--- src/rtl/pe_result_collector_if.sv ---
// pe_result_collector_if: valid/ready result stream from the collector FIFO head to the
// C writeback stage. Each beat carries a PE total plus its (row, col) and error tags.
interface pe_result_collector_if #(
    parameter int unsigned ACCUM_WIDTH = 32,
    parameter int unsigned RW          = 2,
    parameter int unsigned CW          = 2
);
    logic                   valid;
    logic                   ready;
    logic [ACCUM_WIDTH-1:0] data;
    logic [RW-1:0]          row;
    logic [CW-1:0]          col;
    logic                   err;

    modport master (output valid, data, row, col, err, input ready);
    modport slave  (input valid, data, row, col, err, output ready);
endinterface

--- src/rtl/pe_result_collector.sv ---
// pe_result_collector: steps one PE through every (row, col) dot product of a C-matrix job,
// tags each result with its index and buffers it in a show-ahead FIFO for writeback.
// Issue is gated on free FIFO space, so a finished result always has a slot waiting.
// Optional feature macro: PE_RESULT_COLLECTOR_ERR_HALT_EN -- when defined, an errored result
// is still delivered but the job stops issuing and drains immediately afterwards.
module pe_result_collector #(
    parameter int unsigned ROWS        = 4,
    parameter int unsigned COLS        = 4,
    parameter int unsigned ACCUM_WIDTH = 32,
    parameter int unsigned DEPTH       = 4,
    parameter int unsigned RW          = (ROWS <= 1) ? 1 : $clog2(ROWS),
    parameter int unsigned CW          = (COLS <= 1) ? 1 : $clog2(COLS)
) (
    input  logic                          clk,
    input  logic                          rst_n,
    input  logic                          job_go,
    output logic                          job_busy,
    output logic                          job_done,
    output logic                          job_err,
    output logic [RW-1:0]                 row_idx,
    output logic [CW-1:0]                 col_idx,
    output logic                          pe_start,
    output logic                          pe_load_row,
    input  logic                          pe_done,
    input  logic signed [ACCUM_WIDTH-1:0] pe_total,
    input  logic                          pe_err,
    pe_result_collector_if.master         out
);
    localparam int unsigned     PW       = (DEPTH <= 1) ? 1 : $clog2(DEPTH);
    localparam int unsigned     CNTW     = $clog2(DEPTH + 1);
    localparam logic [CNTW-1:0] DEPTH_C  = CNTW'(DEPTH);
    localparam logic [PW-1:0]   LAST_PTR = PW'(DEPTH - 1);
    localparam logic [RW-1:0]   LAST_ROW = RW'(ROWS - 1);
    localparam logic [CW-1:0]   LAST_COL = CW'(COLS - 1);

    typedef enum logic [1:0] {StIdle, StIssue, StWait, StDrain} state_e;

    state_e        state_q, state_d;
    logic [RW-1:0] row_q, row_d;
    logic [CW-1:0] col_q, col_d;
    logic          err_q, err_d;
    logic          done_q;

    logic          capture;
    logic          push;
    logic          pop;
    logic          last_entry;
    logic          halt;

    logic [ACCUM_WIDTH-1:0] mem_data [DEPTH];
    logic [RW-1:0]          mem_row  [DEPTH];
    logic [CW-1:0]          mem_col  [DEPTH];
    logic                   mem_err  [DEPTH];
    logic [PW-1:0]          wr_ptr_q;
    logic [PW-1:0]          rd_ptr_q;
    logic [CNTW-1:0]        count_q;

    // Only a fresh rising edge of the done level counts; a leftover level never captures.
    assign capture    = (state_q == StWait) && pe_done && !done_q;
    assign push       = capture;
    assign pop        = out.valid && out.ready;
    assign last_entry = (row_q == LAST_ROW) && (col_q == LAST_COL);

`ifdef PE_RESULT_COLLECTOR_ERR_HALT_EN
    assign halt = pe_err;
`else
    assign halt = 1'b0;
`endif

    assign job_busy  = (state_q != StIdle);
    assign job_err   = err_q;
    assign row_idx   = row_q;
    assign col_idx   = col_q;

    assign out.valid = (count_q != '0);
    assign out.data  = mem_data[rd_ptr_q];
    assign out.row   = mem_row[rd_ptr_q];
    assign out.col   = mem_col[rd_ptr_q];
    assign out.err   = mem_err[rd_ptr_q];

    // Job sequencing: next state, index advance, sticky error and PE control pulses.
    always_comb begin
        state_d     = state_q;
        row_d       = row_q;
        col_d       = col_q;
        err_d       = err_q;
        pe_start    = 1'b0;
        pe_load_row = 1'b0;
        job_done    = 1'b0;
        unique case (state_q)
            StIdle: begin
                if (job_go) begin
                    state_d = StIssue;
                    row_d   = '0;
                    col_d   = '0;
                    err_d   = 1'b0;
                end
            end
            StIssue: begin
                // At most one result is in flight, so one free slot is enough to issue.
                if (count_q < DEPTH_C) begin
                    pe_start    = 1'b1;
                    pe_load_row = (col_q == '0);
                    state_d     = StWait;
                end
            end
            StWait: begin
                if (capture) begin
                    err_d = err_q | pe_err;
                    if (col_q == LAST_COL) begin
                        col_d = '0;
                        row_d = (row_q == LAST_ROW) ? '0 : row_q + 1'b1;
                    end else begin
                        col_d = col_q + 1'b1;
                    end
                    state_d = (last_entry || halt) ? StDrain : StIssue;
                end
            end
            StDrain: begin
                if (count_q == '0) begin
                    job_done = 1'b1;
                    state_d  = StIdle;
                end
            end
            default: state_d = StIdle;
        endcase
    end

    // Sequencer state, indices, sticky error and the registered done level.
    always_ff @(posedge clk or negedge rst_n) begin
        if (!rst_n) begin
            state_q <= StIdle;
            row_q   <= '0;
            col_q   <= '0;
            err_q   <= 1'b0;
            done_q  <= 1'b0;
        end else begin
            state_q <= state_d;
            row_q   <= row_d;
            col_q   <= col_d;
            err_q   <= err_d;
            done_q  <= pe_done;
        end
    end

    // Result FIFO: circular buffer, tagged entries written at the current (row, col).
    always_ff @(posedge clk or negedge rst_n) begin
        if (!rst_n) begin
            for (int unsigned k = 0; k < DEPTH; k++) begin
                mem_data[k] <= '0;
                mem_row[k]  <= '0;
                mem_col[k]  <= '0;
                mem_err[k]  <= 1'b0;
            end
            wr_ptr_q <= '0;
            rd_ptr_q <= '0;
            count_q  <= '0;
        end else begin
            if (push) begin
                mem_data[wr_ptr_q] <= pe_total;
                mem_row[wr_ptr_q]  <= row_q;
                mem_col[wr_ptr_q]  <= col_q;
                mem_err[wr_ptr_q]  <= pe_err;
                wr_ptr_q           <= (wr_ptr_q == LAST_PTR) ? '0 : wr_ptr_q + 1'b1;
            end
            if (pop) begin
                rd_ptr_q <= (rd_ptr_q == LAST_PTR) ? '0 : rd_ptr_q + 1'b1;
            end
            if (push && !pop) begin
                count_q <= count_q + 1'b1;
            end else if (pop && !push) begin
                count_q <= count_q - 1'b1;
            end
        end
    end
endmodule

--- src/flat_wrapper.sv ---
// flat-port wrapper written by rule: the top's interface ports become plain ports
module pe_result_collector_flat 
#(
    parameter int unsigned ROWS        = 4,
    parameter int unsigned COLS        = 4,
    parameter int unsigned ACCUM_WIDTH = 32,
    parameter int unsigned DEPTH       = 4,
    parameter int unsigned RW          = (ROWS <= 1) ? 1 : $clog2(ROWS),
    parameter int unsigned CW          = (COLS <= 1) ? 1 : $clog2(COLS)
)
  (clk, rst_n, job_go, job_busy, job_done, job_err, row_idx, col_idx, pe_start, pe_load_row, pe_done, pe_total, pe_err, out_valid, out_data, out_row, out_col, out_err, out_ready);
  pe_result_collector_if #(.ACCUM_WIDTH(ACCUM_WIDTH), .RW(RW), .CW(CW)) out_i ();
  input  logic clk;
  input  logic rst_n;
  input  logic job_go;
  output logic job_busy;
  output logic job_done;
  output logic job_err;
  output logic [RW-1:0] row_idx;
  output logic [CW-1:0] col_idx;
  output logic pe_start;
  output logic pe_load_row;
  input  logic pe_done;
  input  logic signed [ACCUM_WIDTH-1:0] pe_total;
  input  logic pe_err;
  output wire logic [$bits(out_i.valid)-1:0] out_valid;
  output wire logic [$bits(out_i.data)-1:0] out_data;
  output wire logic [$bits(out_i.row)-1:0] out_row;
  output wire logic [$bits(out_i.col)-1:0] out_col;
  output wire logic [$bits(out_i.err)-1:0] out_err;
  input wire logic [$bits(out_i.ready)-1:0] out_ready;
  assign out_valid = out_i.valid;
  assign out_data = out_i.data;
  assign out_row = out_i.row;
  assign out_col = out_i.col;
  assign out_err = out_i.err;
  assign out_i.ready = out_ready;
  pe_result_collector #(.ROWS(ROWS), .COLS(COLS), .ACCUM_WIDTH(ACCUM_WIDTH), .DEPTH(DEPTH), .RW(RW), .CW(CW)) u_core (.clk(clk), .rst_n(rst_n), .job_go(job_go), .job_busy(job_busy), .job_done(job_done), .job_err(job_err), .row_idx(row_idx), .col_idx(col_idx), .pe_start(pe_start), .pe_load_row(pe_load_row), .pe_done(pe_done), .pe_total(pe_total), .pe_err(pe_err), .out(out_i));
endmodule
--- config.mk ---
export PLATFORM = sky130hd
export DESIGN_NAME = pe_result_collector_flat
export DESIGN_NICKNAME = d
export VERILOG_FILES = /design/src/rtl/pe_result_collector_if.sv /design/src/rtl/pe_result_collector.sv /design/src/flat_wrapper.sv
export SDC_FILE = /design/constraint.sdc
export NUM_CORES = 1
export LEC_CHECK = 0
export ABC_AREA = 1
export CORE_ASPECT_RATIO = 1.5
export CORE_MARGIN = 8
export CORE_UTILIZATION = 35
export DETAILED_ROUTE_END_ITERATION = 7
export PLACE_DENSITY = 0.57
export SLEW_MARGIN = 30
export SYNTH_ARGS = -nofsm -noshare
export SYNTH_HDL_FRONTEND = slang
export SYNTH_SLANG_ARGS = --single-unit
--- constraint.sdc ---
create_clock -name clk -period 2.4 [get_ports clk]
set_clock_uncertainty 0.2 [all_clocks]
set_input_delay 0.6 -clock clk [delete_from_list [all_inputs] [get_ports clk]]
set_output_delay 0.6 -clock clk [all_outputs]
set_load 0.02 [all_outputs]
==> flow_summary.html, run 1 <==
<table>
<tr><th>Metric</th><th>Value</th></tr>
<tr><th colspan="2">Route</th></tr>
<tr><td>Drt first-iter violations</td><td>384</td></tr>
<tr><td>Total wire length</td><td>18970 µm</td></tr>
<tr><td>Vias per std cell</td><td>4.894</td></tr>
<tr><td>Drt wl/cell</td><td>15.65 µm</td></tr>
<tr><td>Remaining antenna violation count</td><td>0</td></tr>
<tr><td>Drc violations</td><td>0</td></tr>
<tr><td>Detailed-routing iteration count for the pre-antenna-repair pass</td><td>5</td></tr>
<tr><td>Via Count</td><td>5931</td></tr>
<tr><th colspan="2">Timing</th></tr>
<tr><td>Worst slew pin tran</td><td>0.4534 ns</td></tr>
<tr><td>RSZ-0062 raised after global routing</td><td>true</td></tr>
<tr><td>Setup-failing EPs final</td><td>32</td></tr>
<tr><td>Max-slew headroom at the worst pin</td><td>0.6977</td></tr>
<tr><td>Final critical delay including setup and external delays</td><td>2.504 ns</td></tr>
<tr><td>Smallest setup slack after layout</td><td>-0.1041 ns</td></tr>
<tr><td>Crit share post-route</td><td>1.043</td></tr>
<tr><td>Fmax</td><td>399.4 MHz</td></tr>
<tr><td>Max-slew violation count</td><td>0</td></tr>
<tr><td>Final Hold Viols</td><td>0</td></tr>
<tr><th colspan="2">Worst setup path</th></tr>
<tr><td>Maximum fanout along the worst path</td><td>21</td></tr>
<tr><td>Reg2reg end</td><td>u_core.count_q[2]</td></tr>
<tr><td>Critical path's largest stage delay</td><td>0.49 ns</td></tr>
<tr><td>Slowest library cell on the worst path</td><td>sky130_fd_sc_hd__dfrtp_2</td></tr>
<tr><td>Endpoint required time on the critical path</td><td>1.60 ns</td></tr>
<tr><td>CP arrival</td><td>1.70 ns</td></tr>
<tr><td>Register-to-Register Path Depth</td><td>9</td></tr>
<tr><td>Cell breakdown of the critical path</td><td>inv_8, buf_12, nor2_1, o22ai_1, buf_4</td></tr>
<tr><td>Worst path bufs/invs</td><td>3</td></tr>
<tr><td>Startpoint Class</td><td>flop</td></tr>
<tr><td>CP top delay family</td><td>buffers and inverters</td></tr>
<tr><td>Crit path capture type</td><td>primary output</td></tr>
<tr><td>CP Class</td><td>flop to primary output</td></tr>
<tr><td>Worst setup slack for register-to-register paths</td><td>0.19 ns</td></tr>
<tr><td>Reg-to-reg startpoint</td><td>u_core.state_q[0]</td></tr>
<tr><th colspan="2">Clock network</th></tr>
<tr><td>Clock root cell</td><td>sky130_fd_sc_hd__clkbuf_16</td></tr>
<tr><td>Inserted Clock Buffers</td><td>17</td></tr>
<tr><td>Clock slew at reported path FFs</td><td>0.06 ns</td></tr>
<tr><td>Count of H-tree levels built during CTS</td><td>4</td></tr>
<tr><td>Buffer levels on the longest clock path</td><td>2</td></tr>
<tr><td>CTS tree</td><td>yes</td></tr>
<tr><td>Clock insertion delay at the later pin of the skew report</td><td>0.42 ns</td></tr>
<tr><td>Number of clock sinks seen by CTS</td><td>163</td></tr>
<tr><th colspan="2">Logic synthesis</th></tr>
<tr><td>Cell area after synthesis</td><td>0.007466 mm²</td></tr>
<tr><td>Warnings, synthesis</td><td>0</td></tr>
<tr><td>Proportion of synthesized chip area in sequential cells</td><td>0.5463</td></tr>
<tr><td>Post-Syn Area per Cell</td><td>9.017 µm²</td></tr>
<tr><td>Post-synthesis async set-or-reset flop share</td><td>1.000</td></tr>
<tr><td>Post-synth top area share</td><td>0.5463</td></tr>
<tr><td>Cells after Synth</td><td>828</td></tr>
<tr><td>Most used flip-flop cell after synthesis</td><td>sky130_fd_sc_hd__dfrtp_1</td></tr>
<tr><td>Biggest area contributors in the synthesized netlist</td><td>sky130_fd_sc_hd__dfrtp_1 55%, sky130_fd_sc_hd__nand2_1 8.6%, sky130_fd_sc_hd__o21ai_0 7.0%</td></tr>
<tr><td>Number of storage elements in the synthesis netlist</td><td>163</td></tr>
<tr><td>Largest area contributor in the synthesized netlist</td><td>sky130_fd_sc_hd__dfrtp_1</td></tr>
<tr><td>Number of unique standard cell types used by synthesis</td><td>26</td></tr>
<tr><td>Net count after synthesis</td><td>876</td></tr>
<tr><td>Count of flip-flops with a built-in enable after synthesis</td><td>0</td></tr>
<tr><th colspan="2">Min path</th></tr>
<tr><td>Type of the most critical hold path</td><td>flop to flop</td></tr>
<tr><td>Cell count of the worst hold path</td><td>2</td></tr>
<tr><td>Startpoint of the worst hold path</td><td>u_core.mem_data[60]</td></tr>
<tr><td>End point of the most critical hold path</td><td>u_core.mem_data[60]</td></tr>
<tr><th colspan="2">Place</th></tr>
<tr><td>Final weighted congestion in routability-driven placement</td><td>0.7559</td></tr>
<tr><td>Placed standard-cell area</td><td>0.008700 mm²</td></tr>
<tr><td>HPWL after DPL</td><td>11970 µm</td></tr>
<tr><td>Port buffer count</td><td>84</td></tr>
<tr><td>Worst slack at placement</td><td>-0.2423 ns</td></tr>
<tr><th colspan="2">Finish</th></tr>
<tr><td>Multi-input gate area in the final layout</td><td>0.003054 mm²</td></tr>
<tr><td>Filler instances</td><td>2100</td></tr>
<tr><td>Share of cells above drive strength 1</td><td>0.2436</td></tr>
<tr><td>Most common cell after layout, fill and taps aside</td><td>sky130_fd_sc_hd__nand2_1</td></tr>
<tr><td>Fin area</td><td>0.009874 mm²</td></tr>
<tr><td>Nets</td><td>979</td></tr>
<tr><td>Area used by sequential logic in the layout</td><td>0.004081 mm²</td></tr>
<tr><td>Number of antenna cells inserted</td><td>0</td></tr>
<tr><td>Commonest cells after routing, fill and taps aside</td><td>172 x sky130_fd_sc_hd__nand2_1, 161 x sky130_fd_sc_hd__dfrtp_1, 110 x sky130_fd_sc_hd__o21ai_1</td></tr>
<tr><td>Relative area change from synthesis to final layout</td><td>32.26%</td></tr>
<tr><th colspan="2">Run status</th></tr>
<tr><td>Violated checks</td><td>negative setup slack</td></tr>
<tr><td>Status</td><td>complete, but fails checks</td></tr>
<tr><th colspan="2">Pwr</th></tr>
<tr><td>Largest vdd supply drop</td><td>596.1 µV</td></tr>
<tr><td>Power density cells</td><td>1444 mW/mm²</td></tr>
<tr><td>Leakage power of the design</td><td>4.579 nW</td></tr>
<tr><th colspan="2">Die</th></tr>
<tr><td>Core Region</td><td>0.02098 mm²</td></tr>
<tr><td>Number of standard-cell rows in the floorplan</td><td>65</td></tr>
<tr><td>Vert. Die Dim</td><td>194.9 µm</td></tr>
<tr><td>Die X-Extent</td><td>135.3 µm</td></tr>
<tr><td>Die footprint</td><td>0.02636 mm²</td></tr>
<tr><td>I/O pin count</td><td>85</td></tr>
<tr><td>Initial Util</td><td>0.3558</td></tr>
<tr><th colspan="2">Global route</th></tr>
<tr><td>First-pass GRT wire length</td><td>30950 µm</td></tr>
<tr><td>Overall Global Routing Usage</td><td>0.1468</td></tr>
<tr><td>Maximum number of pins on one net before global-route repair</td><td>67</td></tr>
<tr><td>GRT Residual Overflow</td><td>0</td></tr>
<tr><td>Via count of the first global-routing pass</td><td>6077</td></tr>
<tr><td>Initial antenna violation count</td><td>0</td></tr>
<tr><th colspan="2">Job</th></tr>
<tr><td>Max-cap viol count</td><td>0</td></tr>
</table>
[synthesized netlist by cell type, types with 4 or more instances]
library cell,number
sky130_fd_sc_hd__nand2_1,172
sky130_fd_sc_hd__o22ai_1,37
sky130_fd_sc_hd__o21ai_1,86
sky130_fd_sc_hd__a21oi_1,5
sky130_fd_sc_hd__buf_2,10
sky130_fd_sc_hd__nand3_1,4
sky130_fd_sc_hd__buf_6,24
sky130_fd_sc_hd__o21ai_0,105
sky130_fd_sc_hd__dfrtp_1,163
sky130_fd_sc_hd__nor2_1,85
sky130_fd_sc_hd__clkbuf_1,22
sky130_fd_sc_hd__nand2_2,4
sky130_fd_sc_hd__inv_1,51
sky130_fd_sc_hd__o21ai_2,40
sky130_fd_sc_hd__ha_1,9
[timing repair]
item,in CTS,in global routing
hold buffers,1,0
gates resized for setup,185,152
endpoints found under the hold margin,40,0
setup buffers,2,11
pin swaps,3,18
setup endpoints to repair,42,39
gates cloned,2,3
[worst max path at each step]
stage	endpoint	startpoint	cells after the start
after detailed placement	u_core.count_q[2]	pe_done	9
final	out_data[27]	u_core.rd_ptr_q[0]	5
after CTS	out_data[3]	u_core.rd_ptr_q[0]	5
after global routing	out_data[27]	u_core.rd_ptr_q[0]	5
after global placement	u_core.count_q[2]	pe_done	9
after floorplan	out_col[0]	u_core.rd_ptr_q[0]	6
[cell families after synthesis]
family | share of synthesized area
compound gates | 0.2113
simple gates | 0.1398
flops | 0.5463
buf+inv | 0.08095
fa+ha+maj | 0.01776
xor+xnor | 0.002347
mux | 0.001508
[power breakdown]
| group | internal [W] | total (W) | leakage [nW] | switching [W] |
|---|---|---|---|---|
| clock network | 0.00183 | 0.00294 | 0.305 | 0.00112 |
| registers | 0.00378 | 0.00445 | 2.15 | 0.000670 |
| logic | 0.00319 | 0.00687 | 2.12 | 0.00369 |
| total | 0.00879 | 0.0143 | 4.58 | 0.00547 |
[state kept, by name, indices dropped and copies added (netlist names), 3 cells and up]
name             count
u_core.mem_data    128
u_core.mem_row       8
u_core.mem_err       4
u_core.count_q       3
u_core.mem_col       8
[metrics by stage]
stage,TNS (ns),hold slack [ns],cells,power [W],utilization
floorplan,0,0.1044,828,0.007750,-
global placement,-3.058,0.2591,1163,0.01016,0.4146
detailed placement,-3.583,0.2622,1163,0.01025,0.4146
CTS,-4.590,0.2788,1200,0.01348,0.4535
global route,-3.497,0.2988,1212,0.01520,0.4706
finish,-1.175,0.2753,1212,0.01426,0.4706
[worst reg2reg max path, cell delays in order, from the launching register on]
cell and delay (ns):
sky130_fd_sc_hd__dfrtp_1 0.46, sky130_fd_sc_hd__nor2_4 0.22, sky130_fd_sc_hd__nand3_4 0.10, sky130_fd_sc_hd__inv_4 0.07, sky130_fd_sc_hd__ha_1 0.13, sky130_fd_sc_hd__inv_1 0.07
sky130_fd_sc_hd__fa_1 0.39, sky130_fd_sc_hd__a21oi_1 0.16, sky130_fd_sc_hd__o21ai_0 0.12, sky130_fd_sc_hd__xor2_1 0.16
[routing by layer]
| layer | wire [µm] | GRT usage | up-vias |
|---|---|---|---|
| li1 | - | - | 2949 |
| met1 | 8428 | 0.1810 | 2867 |
| met2 | 9469 | 0.2477 | 96 |
| met3 | 766 | 0.03046 | 19 |
| met4 | 301 | 0.04996 | 0 |
| met5 | 0 | 0 | - |
[area by class of cell]
cell class | instances | area share
Clock buffer | 20 | 0.04726
Multi-Input combinational cell | 556 | 0.3093
Inverter | 53 | 0.02141
Clock inverter | 12 | 0.01799
Sequential cell | 163 | 0.4133
Tap cell | 268 | 0.03396
Timing Repair Buffer | 140 | 0.1567
(Power assumes the default switching activity.)
==> run 2, diff against run 1 <==
--- a/config.mk
+++ b/config.mk
@@ -10,6 +10,7 @@
 export CORE_MARGIN = 8
 export CORE_UTILIZATION = 35
 export DETAILED_ROUTE_END_ITERATION = 7
+export GPL_ROUTABILITY_DRIVEN = 0
 export PLACE_DENSITY = 0.57
 export SLEW_MARGIN = 30
 export SYNTH_ARGS = -nofsm -noshare
==> results of run 2 <==
The final DEF is identical to that of run 1; final timing and power are the same.
